<file path="src/rtl/display_pkg.sv">
// Shared types and constants for the seven-segment display path.
package display_pkg;

    typedef enum logic {
        IDLE,
        SHIFT
    } state_t;

    localparam int DISP_DIGITS = 8;
    localparam int BCD_W       = 4 * DISP_DIGITS;

    // Decimal digits needed for a width-bit unsigned value: ceil(width * log10(2)).
    function automatic int int_digits(input int width);
        return (width * 30103 + 99999) / 100000;
    endfunction

endpackage

</file>
<file path="src/rtl/bin2bcd_seq_digit_adj.sv">
// One double-dabble digit correction: add 3 when the digit is 5 or more.
module bcd_digit_adj (
    input  logic [3:0] i_digit,
    output logic [3:0] o_digit
);

    assign o_digit = (i_digit >= 4'd5) ? i_digit + 4'd3 : i_digit;

endmodule

</file>
<file path="src/rtl/bin2bcd_seq.sv">
// Sequential double-dabble binary-to-BCD converter, one input bit per clock.
// Optional leading-zero blank flags are enabled with LEADING_ZERO_BLANK_EN.
module bin2bcd_seq
    import display_pkg::*;
#(
    parameter int WIDTH  = 32,
    parameter int DIGITS = DISP_DIGITS
) (
    input  logic                  clock,
    input  logic                  reset,
    input  logic                  start,
    input  logic [WIDTH-1:0]      bin,
    output logic                  busy,
    output logic                  done,
    output logic [4*DIGITS-1:0]   bcd,
    output logic                  overflow,
    output logic [DIGITS-1:0]     digit_blank
);

    localparam int INT_DIGITS = int_digits(WIDTH);
    // Always keep at least one digit above the displayed ones so overflow has a source.
    localparam int SCR_DIGITS = (INT_DIGITS > DIGITS) ? INT_DIGITS : DIGITS + 1;
    localparam int SCR_W      = 4 * SCR_DIGITS;
    localparam int OUT_W      = 4 * DIGITS;
    localparam int CNT_W      = (WIDTH > 1) ? $clog2(WIDTH) : 1;
    localparam logic [CNT_W-1:0] LAST_CNT = CNT_W'(WIDTH - 1);

    state_t             r_state;
    logic [WIDTH-1:0]   r_shift;
    logic [SCR_W-1:0]   r_scratch;
    logic [CNT_W-1:0]   r_count;
    logic               r_busy;
    logic               r_done;
    logic [OUT_W-1:0]   r_bcd;
    logic               r_overflow;

    logic [SCR_W-1:0]   w_adj;
    logic [SCR_W-1:0]   w_scr_next;
    logic [WIDTH-1:0]   w_shift_next;
    logic               w_ovf;

    for (genvar g = 0; g < SCR_DIGITS; g++) begin : g_adj
        bcd_digit_adj u_adj (
            .i_digit (r_scratch[4*g +: 4]),
            .o_digit (w_adj[4*g +: 4])
        );
    end

    assign w_scr_next   = SCR_W'({w_adj, r_shift[WIDTH-1]});
    assign w_shift_next = r_shift << 1;
    assign w_ovf        = |w_scr_next[SCR_W-1:OUT_W];

`ifdef LEADING_ZERO_BLANK_EN
    logic [DIGITS-1:0] r_blank;
    logic [DIGITS-1:0] w_blank_next;

    // NOTE: every variable written here gets a default first, so no latch is inferred.
    always_comb begin
        logic all_zero;
        w_blank_next = '0;
        all_zero     = 1'b1;
        for (int i = DIGITS - 1; i >= 1; i--) begin
            all_zero        = all_zero && (w_scr_next[4*i +: 4] == 4'd0);
            w_blank_next[i] = all_zero;
        end
    end

    assign digit_blank = r_blank;
`else
    assign digit_blank = '0;
`endif

    // NOTE: sequential state uses non-blocking assignments so every register samples pre-edge values.
    always_ff @(posedge clock) begin
        if (reset) begin
            r_state    <= IDLE;
            r_shift    <= '0;
            r_scratch  <= '0;
            r_count    <= '0;
            r_busy     <= 1'b0;
            r_done     <= 1'b0;
            r_bcd      <= '0;
            r_overflow <= 1'b0;
`ifdef LEADING_ZERO_BLANK_EN
            r_blank    <= '0;
`endif
        end else begin
            case (r_state)
                IDLE: begin
                    r_done <= 1'b0;
                    if (start) begin
                        r_shift   <= bin;
                        r_scratch <= '0;
                        r_count   <= '0;
                        r_busy    <= 1'b1;
                        r_state   <= SHIFT;
                    end
                end
                SHIFT: begin
                    r_scratch <= w_scr_next;
                    r_shift   <= w_shift_next;
                    r_count   <= r_count + CNT_W'(1);
                    if (r_count == LAST_CNT) begin
                        r_bcd      <= w_scr_next[OUT_W-1:0];
                        r_overflow <= w_ovf;
`ifdef LEADING_ZERO_BLANK_EN
                        r_blank    <= w_blank_next;
`endif
                        r_done     <= 1'b1;
                        r_busy     <= 1'b0;
                        r_state    <= IDLE;
                    end
                end
            endcase
        end
    end

    assign busy     = r_busy;
    assign done     = r_done;
    assign bcd      = r_bcd;
    assign overflow = r_overflow;

endmodule
</file>
<file path="config.mk">
export PLATFORM = sky130hd
export DESIGN_NAME = bin2bcd_seq
export DESIGN_NICKNAME = d
export VERILOG_FILES = /design/src/rtl/display_pkg.sv /design/src/rtl/bin2bcd_seq_digit_adj.sv /design/src/rtl/bin2bcd_seq.sv
export SDC_FILE = /design/constraint.sdc
export NUM_CORES = 1
export LEC_CHECK = 0
export BUFFER_PORTS_ARGS = -buffer_cell sky130_fd_sc_hd__buf_4
export CAP_MARGIN = 20
export CORE_MARGIN = 1.5
export CORE_UTILIZATION = 37
export CTS_BUF_LIST = sky130_fd_sc_hd__clkbuf_8
export DETAILED_ROUTE_END_ITERATION = 8
export SLEW_MARGIN = 20
export SYNTH_ARGS = -nofsm -noshare
export SYNTH_HDL_FRONTEND = slang
export SYNTH_SLANG_ARGS = --single-unit
</file>
<file path="constraint.sdc">
create_clock -name clock -period 2.1 [get_ports clock]
set_clock_uncertainty 0.1 [all_clocks]
set_input_delay 0.21 -clock clock [delete_from_list [all_inputs] [get_ports clock]]
set_output_delay 0.21 -clock clock [all_outputs]
set_load 0.005 [all_outputs]
</file>
==> impl_results.md, run 1 <==
* Worst Setup Start Kind: flip-flop
* Hold WC Path Type: in -> reg
* DRT antenna net count at 0
* Setup Fix Bufs, Post-CTS at 0
* Crit path buf inv count at 2
* Crit. End Element: flip-flop
* Worst hold endpoint: r_shift[9]
* Worst EP arrival at 2.05 ns
* Residual DRC at 0
* First-pass GRT wire length at around 19 mm
* Worst VDD drop at 0.412 mV
* Period utilization at between 80% and 90%
* RePlAce Congestion at 0.727
* Vias in the first global route at 4069
* Post-route minimum period at 1.77 ns
* Starting Density at a little under two fifths
* Setup TNS at 0 ns
* Initial antenna violation count at 0
* Synthesis-to-finish area growth at 22.5%
* Gate Count Post-Synth at 584
* Post-detail-place hpwl at 7.34 mm
* PwrDens at 724 mW/mm²
* Lkg Pwr at ~0.0025 µW
* Placed insts at 808
* CTS tree: yes
* Share of layout cells above drive strength 1 at 18.1%
* MaxCap Viol Count at 0
* Setup Viol. Count Final at 0
* Die height at 120 µm
* Core region area at 0.0133 mm²
* Critical Path Max Stage Delay at 0.33 ns
* Layout Nets at roughly 720
* I/O Buffers at 69
* CTS root buf: clkbuf_8
* Yosys warns at 0
* CP top delay family: adder cells
* Hold Path Origin: bin[9]
* All-layer global routing usage at 16.4%
* Wire per inst at 13.0 µm
* Mean post-synth cell area at 8.69 µm²
* N_diodes at 0
* CTS H-tree depth at 4
* #FFs+latches synth at 113
* Largest fanout on the critical path at 34
* Sequential area share after synthesis at between 40% and 50%
* CTS Buffer Depth at 2
* Reg2reg path depth at 7
* Most Frequent Cell on Critical Path: ha_1
* Reg2reg end: bcd[17]
* Largest net degree at the start of global routing at 41
* Hold Crit Depth at 5
* Post-synth cell types at 32
* RSZ-0062 raised after global routing: no
* Final WL at approximately 11 mm
* Detailed Routing Iterations Pass 1 at 7
* First DRT Iteration DRCs at 231
* Die span in x at 120 µm
* Crit path kind: reg -> reg
* Critical path required time at about 2.4 ns
* Die ar. at between 0.01 and 0.015 mm²
* GR Overflow Total at 0
* Slew Viols, Final at 0
* Row count at 42
* Post-synth EDFFs at 0
* Worst-skew pair later-pin latency at 0.44 ns
* Outcome: finished clean
* Final hold violations at 0
* Via count at 4216
* Synthesized area at 0.00507 mm²
* Non-Filler Instances at 849
* Worst path cell trace: ha_1, and3_1, ha_1, buf_4, a21oi_2, buf_12, a22o_1
* Critical-path top delay cell: dfxtp_1
* I/O pins at 78
* CTS clk-pin slew, worst paths at 0.07 ns
* # clock sinks at approximately 110
* Ys flop type: dfxtp_1
* CP Launch Point: r_count[1]
* Vias per cell at 4.97
* Fmax at 0.566 GHz
* Reg2reg setup slack at 0.33 ns
* Asr flop ratio synth at 0%
* Num CTS Buffers at 17
* Reg-to-Reg Start: r_count[1]
-- per-stage QoR --
step / total power, µW / area (µm²) / hold WS [ns] / utilization, % / setup WS, ns
final: 4500 / 6210 / 0.0271 / 46.7 / 0.332
after global routing: 4700 / 6210 / 0.0234 / 46.7 / 0.203
after CTS: 4560 / 6210 / 0.00262 / 46.7 / 0.144
after detailed placement: 2550 / 5740 / 0.345 / 43.2 / 0.160
after global placement: 2540 / 5740 / 0.336 / 43.2 / 0.253
after floorplan: 2460 / 5100 / 0.305 / - / 0.368
-- kinds of logic (layout without fill, tap and decap cells) --
logic type               Yosys count  after routing  synth area share, %
other                              1              8               0.0739
buffers and inverters             61            143                 5.82
AND/OR/NAND/NOR                  171            171                 15.2
adder cells (fa/ha/maj)           22             22                 5.43
AO/OA/AOI/OAI                    164            164                 18.7
flip-flops                       113            113                 44.6
XOR/XNOR                          12             12                 2.07
multiplexers                      40             40                 8.09
-- layout by cell type, fill, tap and decap left out, types with 2 or more instances in the layout --
cell type and instances:
clkbuf_8 19, nand2b_1 18, inv_1 25, bufinv_16 2, and3_1 2, a22o_1 30, ha_1 22, dfxtp_1 112
nor2_1 70, conb_1 8, mux2_2 8, buf_4 78, o21ai_1 3, nand3_1 3, xnor2_1 11, dlygate4sd3_1 9
buf_12 2, clkinv_2 4, clkinvlp_4 4, o21a_1 2, nor3b_1 11, mux2i_1 32, a21oi_1 55, nand2_1 49
o21ai_0 71, nor3_1 13
-- synthesized netlist by cell type, types with 2 or more instances --
master / count / area, µm²
o21a_1: 2 / 15.0
o21ai_1: 3 / 15.0
nor3_1: 13 / 65.1
inv_1: 22 / 82.6
a21oi_1: 55 / 275
nor2_1: 70 / 263
mux2i_1: 32 / 320
nor3b_1: 11 / 82.6
nand3_1: 3 / 15.0
mux2_2: 8 / 90.1
buf_2: 14 / 70.1
dfxtp_1: 113 / 2260
xnor2_1: 11 / 96.3
clkbuf_1: 11 / 41.3
nand2b_1: 18 / 113
nand2_1: 49 / 184
buf_4: 13 / 97.6
ha_1: 22 / 275
and3_1: 2 / 12.5
o21ai_0: 71 / 355
a22o_1: 30 / 263
-- sequential cells by signal, summed over array words and instances, names as in the netlist --
register and flops:
bcd 32, busy 1, done 1, overflow 1, r_count 5, r_scratch 40
r_shift 32, r_state 1
-- report_power, final --
part | switching (µW) | internal [µW] | total (µW)
registers | 26.7 | 2190 | 2210
clock network | 892 | 1090 | 1980
logic | 165 | 138 | 303
-- per-layer routing --
layer / share of wire [%] / GRT usage [%] / vias to the layer above
met5: 0 / 0 / -
met4: 1.4 / 5.65 / 0
met3: 5.6 / 6.70 / 14
met2: 47 / 27.5 / 93
met1: 46 / 19.0 / 1956
li1: - / - / 2153
-- worst min-delay path: stages --
cell	delay (ns)
buf_4	0.08
mux2i_1	0.05
nor2_1	0.08
a21oi_1	0.04
nor2_1	0.07
-- worst max-delay path by stage --
stage                to  cells past startpoint
6_report        bcd[17]                      7
5_1_grt         bcd[16]                      8
4_1_cts        overflow                      6
3_5_place_dp   overflow                      6
3_3_place_gp   overflow                      6
2_1_floorplan   bcd[13]                      7
-- timing repair --
action,CTS,global route
hold buffers,9,0
gates resized for setup,0,1
setup endpoints to repair,0,1
endpoints found under the hold margin,9,0
-- area by class of cell --
| cell class | count | area (µm²) |
|---|---|---|
| Clock buffer | 19 | 262 |
| Fill cell | 1281 | 7080 |
| Clock inverter | 13 | 121 |
| Sequential cell | 113 | 2260 |
| Multi-Input combinational cell | 417 | 2550 |
| Tap cell | 176 | 220 |
| Timing Repair Buffer | 89 | 716 |
| Inverter | 22 | 82.6 |
Power figures use the tool's default switching activity.
==> inputs of run 2 (changes only) <==
Settings changed: ABC_AREA set to 1.
Clock period 2.1 ns to 1.5 ns, I/O delays scaled along.
==> run 2 against run 1 <==
Net effect: the run now ends with negative setup slack left; non-clock buffer count rose by 69; largest cell class unchanged; combinational power increased by 63%; via count up 14%; worst setup slack got worse by 0.37 ns; final area increased by 16%; cell count is 17% higher; largest power group unchanged; global-route usage increased by 0.72 points; synthesized cell count increased by 13%.
==> impl_results.md, run 2 <==
* Outcome: complete, but fails checks
* Violated checks: negative setup slack
* MaxCap Viol Count at 0 (unchanged)
* Final worst slack at -0.0357 ns (-0.368 ns)
* DRT antenna net count at 0 (unchanged)
* Detailed Routing Iterations Pass 1 at 6 (-1)
* RePlAce Congestion at 0.817 (+12%)
* Hold Path Origin: bcd[23]
* Die ar. at 0.0145 mm² (+0.68%)
* Crit path buf inv count at 2 (unchanged)
* Critical-path top delay cell: dfxtp_2
* Gate Count Post-Synth at 657 (+13%)
* Levels on crit path at 7 (unchanged)
* GR Overflow Total at 0 (unchanged)
* Synthesized area at 0.00511 mm² (+0.69%)
* Adder-cell share of the synthesized area at 5.39% (-0.037 points)
* Leading area contributor after synthesis: dfxtp_1
* Residual DRC at 0 (unchanged)
* Count leader, synth: nand2_1
* Layout Nets at 859 (+20%)
* Asr flop ratio synth at 0% (unchanged)
* Largest net degree at the start of global routing at 41 (unchanged)
* Post-route minimum period at 1.54 ns (-0.232 ns)
* Vias in the first global route at 4557 (+12%)
* I/O Buffers at 69 (unchanged)
* Commonest non-fill, non-tap cell in the layout: nand2_1
* First-pass GRT wire length at 20.2 mm (+7.9%)
* Crit. End Element: flip-flop
* Lkg Pwr at 0.00317 µW (+25%)
* Reg-to-Reg Start: r_count[1]
* Via count at 4790 (+14%)
* Initial antenna violation count at 0 (unchanged)
* Critical path required time at 1.72 ns (-0.67 ns)
* Final Util at 54.2% (+7.5 points)
* Post-synth EDFFs at 0 (unchanged)
* Critical Path Max Stage Delay at 0.34 ns (about the same)
* I/O pins at 78 (unchanged)
* CTS root buf: clkbuf_8
* Setup Viol. Count Final at 19 (+19)
* RSZ-0062 raised after global routing: yes
* Die span in x at 120 µm (+0.34%)
* Fmax at 0.651 GHz (+15%)
* CTS tree: yes
* Compound-Gate Fraction of Synth Area at 15.0% (-3.7 points)
* Placed insts at 910 (+13%)
* Num CTS Buffers at 17 (unchanged)
* Non-Filler Instances at 991 (+17%)
* Worst VDD drop at 0.577 mV (+40%)
* Post-detail-place hpwl at 7.87 mm (+7.2%)
* Mean post-synth cell area at 7.77 µm² (-10%)
* Vias per cell at 4.83 (-2.7%)
* Ys flop type: dfxtp_1
* Reg2reg setup slack at -0.04 ns (-0.37 ns)
* All-layer global routing usage at 17.2% (+0.72 points)
* Xor/xnor cell area share of the yosys netlist at 2.57% (+0.50 points)
* Synth top area cells: dfxtp_1, nand2_1, ha_1, nand3_1, inv_1
* CP Capture Point: bcd[7]
* Final WL at 12.4 mm (+12%)
* Die height at 120 µm (+0.34%)
* Largest family of logic cells by synthesized area: simple AND/OR/NAND/NOR gates
* Core region area at 0.0133 mm² (+0.39%)
* Worst path cell trace: ha_4, and3_4, ha_4, buf_4, nand2_8, clkbuf_16, o21ai_1
* Wire per inst at 12.5 µm (-4.0%)
* CTS H-tree depth at 4 (unchanged)
* Top cells by count, synth: nand2_1, dfxtp_1, inv_1
* Yosys warns at 0 (unchanged)
* Synth Area in Simple Gates at 21.4% (+6.2 points)
* Worst-skew pair later-pin latency at 0.43 ns (about the same)
* PwrDens at 894 mW/mm² (+23%)
* Most flops, register: r_scratch
* N_diodes at 0 (unchanged)
* Final hold violations at 0 (unchanged)
* Number of flip-flops in the largest register at 40 (unchanged)
* Hold WC Path Type: reg -> reg
* Synthesis-to-finish area growth at 41.7%
* #FFs+latches synth at 113 (unchanged)
* Most Frequent Cell on Critical Path: ha_4
* CP top delay family: flip-flops
* Period utilization at 102% (+18 points)
* Largest fanout on the critical path at 8 (-76%)
* Worst EP arrival at 1.76 ns (-0.29 ns)
* CTS Buffer Depth at 2 (unchanged)
* Reg2reg end: bcd[7]
* CP Launch Point: r_count[1]
* Share of layout cells above drive strength 1 at 32.6% (+15 points)
* Post-synth cell types at 29 (-9.4%)
* Row count at 42 (unchanged)
* Post-synth top area share at 44.3% (-0.31 points)
* CTS clk-pin slew, worst paths at 0.07 ns (about the same)
* Worst Setup Start Kind: flip-flop
* Slew Viols, Final at 0 (unchanged)
* Commonest cells after routing, fill and taps aside: nand2_1, buf_4, dfxtp_1, inv_1, nand3_1
* Sequential area share after synthesis at 44.3% (-0.31 points)
* Crit path kind: reg -> reg
* Mux contribution to synthesized area at 0% (-8.1 points)
* Starting Density at 38.3% (+0.11 points)
* # clock sinks at 113 (unchanged)
* First DRT Iteration DRCs at 300 (+30%)
* Reg2reg path depth at 7 (unchanged)
## run 2: how the worst min path moves through the flow
stage,endpoint,slack (ns),cells after the start
2_1_floorplan,r_shift[0],0.19,2
3_3_place_gp,r_shift[0],0.31,3
3_5_place_dp,r_shift[0],0.33,3
4_1_cts,bcd[23],0.38,2
5_1_grt,bcd[23],0.39,2
6_report,bcd[23],0.37,2
## run 2: logic make-up after synthesis
| kind of cell | after synthesis |
|---|---|
| compound gates | 134 |
| xor+xnor | 15 |
| fa+ha+maj | 22 |
| buf+inv | 119 |
| flops | 113 |
| other cells | 1 |
| simple gates | 253 |
## run 2: tightest hold or removal path: cells and delay by family, from the launching register on
family          cells  cell delay, ns
simple gates        1            0.07
flops               1            0.31
compound gates      1            0.05
## run 2: repair_timing
action,CTS,global route
gates cloned,0,2
hold buffers,34,0
gates resized for setup,26,85
pin swaps,5,32
buffers inserted,2,11
endpoints found under the setup margin,40,57
hold endpoints to repair,38,0
## run 2: cell type report
type                    count  area (µm²)
fillers                  1239        6110
multi-input cells         432        2630
inverters                  80         305
flip-flops and latches    113        2290
clock buffers              18         248
repair buffers            158        1400
well taps                 176         220
clock inverters            14         149
## run 2: per-layer routing
metal  GRT usage [%]  vias to the layer above  wire, µm
li1                -                     2435         -
met1            20.6                     2217      5550
met2            29.8                      130      6150
met3            4.43                        8       595
met4            5.59                        0        96
met5               0                        -         0
## run 2: per-stage QoR
| step | cell area, µm² | setup TNS, ns | total power, µW | hold WS, ns | worst slack, ns |
|---|---|---|---|---|---|
| after CTS | 6840 | -0.00626 | 6540 | 0.375 | -0.00626 |
| after detailed placement | 6010 | -0.277 | 3580 | 0.328 | -0.0613 |
| after global placement | 6010 | -0.0170 | 3570 | 0.308 | -0.0170 |
| final | 7240 | -0.307 | 6470 | 0.370 | -0.0357 |
| after global routing | 7240 | -1.41 | 6740 | 0.388 | -0.0824 |
| after floorplan | 5150 | 0 | 3430 | 0.193 | 0.00256 |
## run 2: report_power, final
| part | switching [µW] | leakage, µW | internal [µW] |
|---|---|---|---|
| Sequential | 33.8 | 0.000926 | 3060 |
| Combinational | 257 | 0.00204 | 238 |
| Clock | 1230 | 0.000208 | 1650 |
==> inputs of run 3 (changes only) <==
--- a/config.mk
+++ b/config.mk
@@ -10,7 +10,8 @@
 export CAP_MARGIN = 20
 export CORE_MARGIN = 1.5
-export CORE_UTILIZATION = 37
+export CORE_UTILIZATION = 53
 export CTS_BUF_LIST = sky130_fd_sc_hd__clkbuf_8
 export DETAILED_ROUTE_END_ITERATION = 8
+export PLACE_DENSITY = 0.78
 export SLEW_MARGIN = 20
 export SYNTH_ARGS = -nofsm -noshare
==> constraint.sdc (replaced) <==
create_clock -name clock -period 1.5 [get_ports clock]
set_clock_uncertainty 0.1 [all_clocks]
set_input_delay 0.225 -clock clock [delete_from_list [all_inputs] [get_ports clock]]
set_output_delay 0.225 -clock clock [all_outputs]
set_load 0.005 [all_outputs]
==> run 3 against run 2 <==
Net effect: the flow still finishes with violations (negative setup slack); sequential share of layout area rose by 0.72 points; critical path depth rose by 3; hold slack barely moved; critical path type unchanged; largest power group unchanged; highest routed layer unchanged.
==> impl_results.md, run 3 (synthesis gave the netlist of run 2 again) <==
* Outcome: complete, but fails checks
* Violated checks: negative setup slack
* Critical-path top delay cell: dfxtp_2
* DRT antenna net count at 0 (unchanged)
* Share of layout cells above drive strength 1 at 30.2% (-2.4 points)
* RSZ-0062 raised after global routing: yes
* N_diodes at 0 (unchanged)
* PwrDens at 929 mW/mm² (+4.0%)
* Slew Viols, Final at 0 (unchanged)
* Post-detail-place hpwl at 7.82 mm (-0.60%)
* Final WL at 13.5 mm (+9.2%)
* Layout Nets at 845 (-1.6%)
* First-pass GRT wire length at 20.8 mm (+3.3%)
* All-layer global routing usage at 25.9% (+8.7 points)
* Met1 WL at 5.37 mm (-3.3%)
* Most Frequent Cell on Critical Path: nor2_1
* Largest fanout on the critical path at 3 (-5)
* Dpl ws at -0.106 ns (-0.0447 ns)
* Detailed Routing Iterations Pass 1 at 6 (unchanged)
* Die span in x at 101 µm (-16%)
* Non-Filler Instances at 930 (-6.2%)
* CTS Buffer Depth at 2 (unchanged)
* CTS tree: yes
* First DRT Iteration DRCs at 273 (-9.0%)
* Wire per inst at 14.6 µm (+16%)
* Worst VDD drop at 0.626 mV (+8.5%)
* Final Util at 76.3% (+22 points)
* CTS root buf: clkbuf_8
* Row count at 35 (-17%)
* Num CTS Buffers at 17 (unchanged)
* Final worst slack at -0.0328 ns (+0.00289 ns)
* Starting Density at 55.0% (+17 points)
* Die ar. at 0.0102 mm² (-30%)
* Largest net degree at the start of global routing at 41 (unchanged)
* Fmax at 0.652 GHz (+0.19%)
* Most flops, register: r_scratch
* Critical Path Max Stage Delay at 0.35 ns (about the same)
* CTS clk-pin slew, worst paths at 0.07 ns (about the same)
* Met3 WL post-DR at 713 µm (+20%)
* Core region area at 0.00928 mm² (-30%)
* Worst EP arrival at 1.76 ns (about the same)
* Crit path kind: reg -> reg
* Highest metal used: met4
* Lkg Pwr at 0.00310 µW (-2.1%)
* Die height at 101 µm (-16%)
* Commonest cells after routing, fill and taps aside: nand2_1, buf_4, dfxtp_1, inv_1, nand3_1
* Final hold violations at 0 (unchanged)
* Number of flip-flops in the largest register at 40 (unchanged)
* Critical path required time at 1.73 ns (about the same)
* Worst-skew pair later-pin latency at 0.44 ns (about the same)
* Wire length on met2 at 7.13 mm (+16%)
* # clock sinks at 113 (unchanged)
* Setup Viol. Count Final at 3 (-16)
* MaxCap Viol Count at 0 (unchanged)
* Vias in the first global route at 4701 (+3.2%)
* I/O Buffers at 69 (unchanged)
* CTS H-tree depth at 4 (unchanged)
* Hold WC Path Type: reg -> reg
* Placed insts at 854 (-6.2%)
* Worst Setup Start Kind: flip-flop
* Vias per cell at 5.32 (+10%)
* Post-route minimum period at 1.53 ns (-0.00289 ns)
* Worst path cell trace: ha_4, and3_4, ha_4, nand2_4, inv_4, nand3_2, nor2_1, nand2_1, nor2_1, nor2_1
* Commonest non-fill, non-tap cell in the layout: nand2_1
* Synthesis-to-finish area growth at 38.6%
* Residual DRC at 0 (unchanged)
* Initial antenna violation count at 0 (unchanged)
* RePlAce Congestion at 0.893 (+9.3%)
* Period utilization at 102% (-0.19 points)
* I/O pins at 78 (unchanged)
* GR Overflow Total at 0 (unchanged)
* Via count at 4950 (+3.3%)
* Crit. End Element: flip-flop
==> run 3: metrics by stage <==
stage	hold WS [ns]	TNS [ns]	total power, µW	cell area (µm²)
5_1_grt	0.404	-1.35	6810	7080
3_3_place_gp	0.357	0	3560	5890
4_1_cts	0.374	-0.0174	6570	6770
6_report	0.370	-0.0847	6580	7080
3_5_place_dp	0.365	-0.849	3570	5890
2_1_floorplan	0.268	0	3430	5150
==> run 3: per-layer routing <==
| metal | vias up | GRT usage, % |
|---|---|---|
| li1 | 2400 | - |
| met1 | 2336 | 28.7 |
| met2 | 179 | 46.1 |
| met3 | 35 | 7.25 |
| met4 | 0 | 11.9 |
| met5 | - | 0 |
==> run 3: power by group <==
group	internal (µW)	total, µW	switching, µW
Clock	1750	2980	1230
Combinational	240	496	256
Sequential	3060	3100	37.7
==> run 3: cell type report <==
type	instances	area, µm²
repair buffers	144	1270
inverters	80	308
multi-input cells	432	2630
fillers	624	2200
well taps	129	161
clock buffers	20	275
clock inverters	12	140
flip-flops and latches	113	2290
==> run 3: path summary, 6_finish.rpt <==
path	depth (start not counted)	startpoint	to	slack, ns
worst max register to register	10	r_count[0]	overflow	-0.03
worst min register to register	2	r_shift[0]	r_shift[0]	0.37
worst min-delay path	2	r_shift[0]	r_shift[0]	0.37
worst max-delay path	10	r_count[0]	overflow	-0.03
==> run 3: worst max-delay path: cells and delay by family (launching register included) <==
kind / cells / cell delay, ns
fa+ha+maj: 2 / 0.29
simple gates: 7 / 0.62
buf+inv: 1 / 0.06
flops: 1 / 0.35
==> run 3: repair_timing <==
| item | in CTS | in global routing |
|---|---|---|
| endpoints found under the hold margin | 36 | 0 |
| endpoints found under the setup margin | 38 | 53 |
| pin swaps | 12 | 27 |
| resized for setup | 37 | 70 |
| setup buffers | 2 | 8 |
| hold buffers | 34 | 0 |
